==> config.mk <==
export PLATFORM = sky130hd
export DESIGN_NAME = fifo_wr_arbiter
export DESIGN_NICKNAME = d
export VERILOG_FILES = /design/src/rtl/fifo_arb_pkg.sv /design/src/rtl/fifo_wr_arbiter_rr_pick.sv /design/src/rtl/fifo_wr_arbiter.sv
export SDC_FILE = /design/constraint.sdc
export NUM_CORES = 1
export LEC_CHECK = 0
export ABC_AREA = 1
export BUFFER_PORTS_ARGS = -buffer_cell sky130_fd_sc_hd__buf_2
export CELL_PAD_IN_SITES_DETAIL_PLACEMENT = 1
export CELL_PAD_IN_SITES_GLOBAL_PLACEMENT = 1
export CORE_MARGIN = 8
export CORE_UTILIZATION = 27
export CTS_CLUSTER_DIAMETER = 60
export DETAILED_ROUTE_END_ITERATION = 7
export MAX_ROUTING_LAYER = met4
export PLACE_DENSITY = 0.85
export SLEW_MARGIN = 20
export SYNTH_ARGS = -nofsm -noshare
export SYNTH_HDL_FRONTEND = slang
export SYNTH_HIERARCHICAL = 1
export SYNTH_SLANG_ARGS = --single-unit
==> constraint.sdc <==
create_clock -name clk -period 2.85 [get_ports clk]
set_clock_uncertainty 0.1 [all_clocks]
set_input_delay 0.57 -clock clk [delete_from_list [all_inputs] [get_ports clk]]
set_output_delay 0.57 -clock clk [all_outputs]
set_load 0.03 [all_outputs]
==> src/rtl/fifo_arb_pkg.sv <==
// Shared types and helpers for the FIFO write-port arbiter.
package fifo_arb_pkg;

   typedef enum logic {IDLE, OWN} arb_state_t;

   localparam int BURST_W = 4;

   // Grant index width; never narrower than one bit.
   function automatic int id_w(input int n);
      return (n <= 2) ? 1 : $clog2(n);
   endfunction

endpackage

==> src/rtl/fifo_wr_arbiter_rr_pick.sv <==
// Rotating-priority scan: first valid requester after the last owner,
// with the last owner itself examined last.
module rr_pick
   import fifo_arb_pkg::*;
#(
   parameter int N  = 2,
   parameter int IW = id_w(N)
)(
   input  logic [N-1:0]  valid,
   input  logic [IW-1:0] last,
   output logic          found,
   output logic [IW-1:0] idx
);

   logic [IW-1:0] cand;

   // Walk from the farthest candidate to the nearest so the nearest valid one wins.
   always_comb begin
      found = 1'b0;
      idx   = '0;
      cand  = '0;
      for (int k = N; k >= 1; k--) begin
         cand = IW'((int'(last) + k) % N);
         if (valid[cand]) begin
            found = 1'b1;
            idx   = cand;
         end
      end
   end

endmodule

==> src/rtl/fifo_wr_arbiter.sv <==
// Round-robin, burst-bounded arbiter for the sync FIFO write port.
// Define FIFO_ARB_STATS_EN to get saturating per-requester beat counters.
module fifo_wr_arbiter
   import fifo_arb_pkg::*;
#(
   parameter int DATA_WIDTH = 6,
   parameter int NUM_REQ    = 2,
   parameter int MAX_BURST  = 4
)(
   input  logic                          clk,
   input  logic                          rst_n,
   input  logic [NUM_REQ-1:0]            req_valid,
   input  logic [NUM_REQ*DATA_WIDTH-1:0] req_data,
   output logic [NUM_REQ-1:0]            req_ready,
   input  logic                          fifo_full,
   output logic                          fifo_wr_en,
   output logic [DATA_WIDTH-1:0]         fifo_dat,
   output logic [$clog2(NUM_REQ)-1:0]    grant_id,
   output logic                          busy,
   output logic [NUM_REQ*8-1:0]          stat_cnt
);

   localparam int IW = id_w(NUM_REQ);

   arb_state_t         state, state_nxt;
   logic [IW-1:0]      owner, owner_nxt;
   logic [BURST_W-1:0] burst_cnt, burst_nxt;

   logic               keep;
   logic               pick_found;
   logic [IW-1:0]      pick_idx;
   logic               sel_found;
   logic [IW-1:0]      sel;
   logic               accept;

   rr_pick #(.N(NUM_REQ), .IW(IW)) u_pick (
      .valid (req_valid),
      .last  (owner),
      .found (pick_found),
      .idx   (pick_idx)
   );

   assign keep      = (state == OWN) && req_valid[owner] && (burst_cnt < BURST_W'(MAX_BURST));
   assign sel_found = keep || pick_found;
   assign sel       = keep ? owner : pick_idx;

   // rst_n gates the datapath so nothing reaches the FIFO while reset is asserted.
   assign accept     = rst_n && sel_found && !fifo_full;
   assign fifo_wr_en = accept;
   assign grant_id   = owner;
   assign busy       = (state == OWN);

   always_comb begin
      req_ready = '0;
      fifo_dat  = '0;
      for (int i = 0; i < NUM_REQ; i++) begin
         if (accept && (sel == IW'(i))) begin
            req_ready[i] = 1'b1;
            fifo_dat     = req_data[i*DATA_WIDTH +: DATA_WIDTH];
         end
      end
   end

   // A full FIFO freezes all arbitration state; a re-selection of the same owner restarts its tenure.
   always_comb begin
      state_nxt = state;
      owner_nxt = owner;
      burst_nxt = burst_cnt;
      if (!fifo_full) begin
         if (!sel_found) begin
            state_nxt = IDLE;
            burst_nxt = '0;
         end else if (keep) begin
            burst_nxt = burst_cnt + 1'b1;
         end else begin
            state_nxt = OWN;
            owner_nxt = sel;
            burst_nxt = BURST_W'(1);
         end
      end
   end

   always_ff @(posedge clk or negedge rst_n) begin
      if (!rst_n) begin
         state     <= IDLE;
         owner     <= IW'(NUM_REQ - 1);
         burst_cnt <= '0;
      end else begin
         state     <= state_nxt;
         owner     <= owner_nxt;
         burst_cnt <= burst_nxt;
      end
   end

`ifdef FIFO_ARB_STATS_EN
   logic [7:0] stat_q [NUM_REQ];

   always_ff @(posedge clk or negedge rst_n) begin
      if (!rst_n) begin
         for (int i = 0; i < NUM_REQ; i++) stat_q[i] <= '0;
      end else begin
         for (int i = 0; i < NUM_REQ; i++) begin
            if (req_ready[i] && req_valid[i] && (stat_q[i] != 8'hFF))
               stat_q[i] <= stat_q[i] + 8'd1;
         end
      end
   end

   always_comb begin
      stat_cnt = '0;
      for (int i = 0; i < NUM_REQ; i++) stat_cnt[i*8 +: 8] = stat_q[i];
   end
`else
   assign stat_cnt = '0;
`endif

endmodule

==> run metrics <==
cell type with the largest total area after synthesis=sky130_fd_sc_hd__dfrtp_1; area delta synth->final=20.51%; post-synthesis instance area=591.8 µm²; Post-layout nets=between 100 and 150; Mean Syn Cell Area=6.803 µm²; post-synth cell types=17; top area cells in the synthesized netlist=sky130_fd_sc_hd__dfrtp_1 (21%), sky130_fd_sc_hd__buf_4 (20%), sky130_fd_sc_hd__nand2_1 (16%); Startpoint Class=register; critical path arrival=approximately 1.8 ns; Period Utilization, post-route=88.01%; most instantiated cells after synthesis=sky130_fd_sc_hd__nand2_1 (26), sky130_fd_sc_hd__buf_4 (16), sky130_fd_sc_hd__nand3_1 (15); number of vias in the routed layout=606; critical path data required time=2.18 ns; IO Pins=44; WL final=around 1600 µm; number of max-slew violations in the final report=0; final-layout setup total negative slack=0 ns; ratio of cells with drive above 1 in the final layout=31.03%; CTS Sinks=6; DRC violation count after routing=0; initial antenna violation count=0; status=finished clean; share of Yosys cell area claimed by the top area cell type=21.14%; shortest period the worst path allows=2.508 ns; number of synthesized flops with an enable pin=0; CTS tree=done; worst hold margin=0.03937 ns; H-tree levels=1; worst setup path category=register to output port; unrepaired setup endpoints after global routing=false; CTS Hold Buffers Added=0; pin count of the biggest net entering global routing=15; Final HPWL DP=between 1000 and 1500 µm; root buffer cell=sky130_fd_sc_hd__clkbuf_4; share of async-settable or async-resettable flops after synthesis=100.0%; Final Setup Violations=0; Die Width=62.82 µm; die footprint=0.003946 mm²; number of clock buffers inserted by TritonCTS=3; clk_lat worst skew=about 0.25 ns; buffers inserted by post-CTS timing repair=0; Initial DRC Count=8; fillcell total=302; routed wirelength normalized by instance count=11.45 µm; register bit total from synthesis=6; clock transition at the registers of the reported paths=0.05 ns; proportion of synthesized chip area in sequential cells=25.58%; highest fanout seen on the critical path=14; power density over the cells=between 700 and 800 mW/mm²; antenna-violating nets left=0; type of destination of the critical path=output port; most used standard cell by instance count after synthesis=sky130_fd_sc_hd__nand2_1; post-placement setup slack=0.4929 ns; final weighted congestion of routability-driven global placement=0.7629; YS warnings=6; Worst Slack Setup Final=about 0.34 ns; peak clock frequency supported by timing=~0.40 GHz; maxcap violations=0; total grt overflow=0; Max Buffers Root-to-Sink=2; number of instances in the synthesized netlist=between 80 and 90; maximum VDD drop=236.0 µV; Total Routing Usage GR=slightly below 9%; effective utilization at floorplan=27.55%; vias in the first global route=630; total of buffers placed on input and output ports=27; LEAKAGE=0.0004495 µW; area post-placement=~700 µm²; first drt pass iteration count=4; row count=17; number of cells upsized or downsized after cts=0; final design area excluding fillers=between 700 and 800 µm²; die height=62.82 µm; leading register cell type out of synthesis=sky130_fd_sc_hd__dfrtp_1; area of the core=0.002148 mm²; # diodes=0; Final Hold Violating Endpoints=0; DR vias/cell=4.208; worst min path class=input pin to asynchronous set/reset pin; first-pass GRT wire length=2835 µm
[critical path, stage by stage, from the launching register on]
cell and delay (ns):
sky130_fd_sc_hd__dfstp_2 0.57, sky130_fd_sc_hd__nand2_1 0.07, sky130_fd_sc_hd__nand2_2 0.09, sky130_fd_sc_hd__nand2_4 0.09
sky130_fd_sc_hd__a21oi_4 0.32, sky130_fd_sc_hd__nand3_1 0.14, sky130_fd_sc_hd__nand2_1 0.09, sky130_fd_sc_hd__buf_2 0.20
[per-stage QoR]
| step | util [%] | instances | power [µW] |
|---|---|---|---|
| 4_1_cts | 33.20 | 144 | 519.0 |
| 3_5_place_dp | 31.97 | 140 | 428.1 |
| 5_1_grt | 33.20 | 144 | 553.8 |
| 2_1_floorplan | - | 102 | 368.3 |
| 6_report | 33.20 | 144 | 510.4 |
| 3_3_place_gp | 31.97 | 140 | 417.1 |
[routing by layer]
metal  track usage [%]  wire length [µm]  share of wire, %  vias to the layer above
met4             5.128                26               1.6                        0
met1             8.537               612                37                      281
met5                 -                 0                 0                        -
li1                  -                 -                 -                      301
met2             15.39               903                55                       22
met3             2.330               107               6.5                        2
[flip-flops by register name (all words and copies together), names as in the netlist]
| name | count |
|---|---|
| grant_id | 1 |
| burst_cnt | 4 |
| busy | 1 |
[layout by cell type, fill, tap and decap left out]
cell	n
sky130_fd_sc_hd__a21oi_1	1
sky130_fd_sc_hd__a21oi_4	1
sky130_fd_sc_hd__buf_2	27
sky130_fd_sc_hd__clkbuf_1	1
sky130_fd_sc_hd__clkbuf_4	3
sky130_fd_sc_hd__conb_1	16
sky130_fd_sc_hd__dfrtp_1	5
sky130_fd_sc_hd__dfstp_2	1
sky130_fd_sc_hd__ha_1	1
sky130_fd_sc_hd__inv_1	8
sky130_fd_sc_hd__nand2_1	26
sky130_fd_sc_hd__nand2_2	2
sky130_fd_sc_hd__nand2_4	1
sky130_fd_sc_hd__nand3_1	15
sky130_fd_sc_hd__nor2_1	2
sky130_fd_sc_hd__nor2_4	1
sky130_fd_sc_hd__o21ai_0	4
sky130_fd_sc_hd__or2_1	1
[path summary, 6_finish.rpt]
path,start,depth (start not counted),slack [ns],endpoint
max,grant_id$_DFFE_PN1P_,7,0.34,fifo_dat[5]
min,rst_n,1,0.04,burst_cnt[2]$_DFFE_PN0N_
max reg2reg,grant_id$_DFFE_PN1P_,7,1.36,grant_id$_DFFE_PN1P_
min reg2reg,burst_cnt[3]$_DFFE_PN0N_,2,0.36,burst_cnt[3]$_DFFE_PN0N_
max in group asynchronous,rst_n,1,2.38,grant_id$_DFFE_PN1P_
min in group clk,burst_cnt[3]$_DFFE_PN0N_,2,0.36,burst_cnt[3]$_DFFE_PN0N_
[cell type report]
cell class	instances	area (µm²)	area share, %
Clock buffer	4	26.28	3.684
Timing Repair Buffer	27	135.1	18.95
Inverter	8	30.03	4.211
Multi-Input combinational cell	71	335.3	47.02
Tap cell	28	35.03	4.912
Sequential cell	6	151.4	21.23
[power by group]
part           total (µW)  internal [µW]  switching (µW)
Clock                88.0           53.3            34.7
Combinational         286           75.5             210
Sequential            137            113            23.2
Total                 510            242             268
[kinds of logic after synthesis]
family                     after synthesis  share of synthesized area (%)
and+or+nand+nor                         48                          37.42
buffers and inverters                   25                          27.27
AOI/OAI and AO/OA                        6                          6.977
DFF                                      6                          25.58
adders and majority gates                1                          2.114
other                                    1                         0.6336
(Power assumes the default switching activity.)
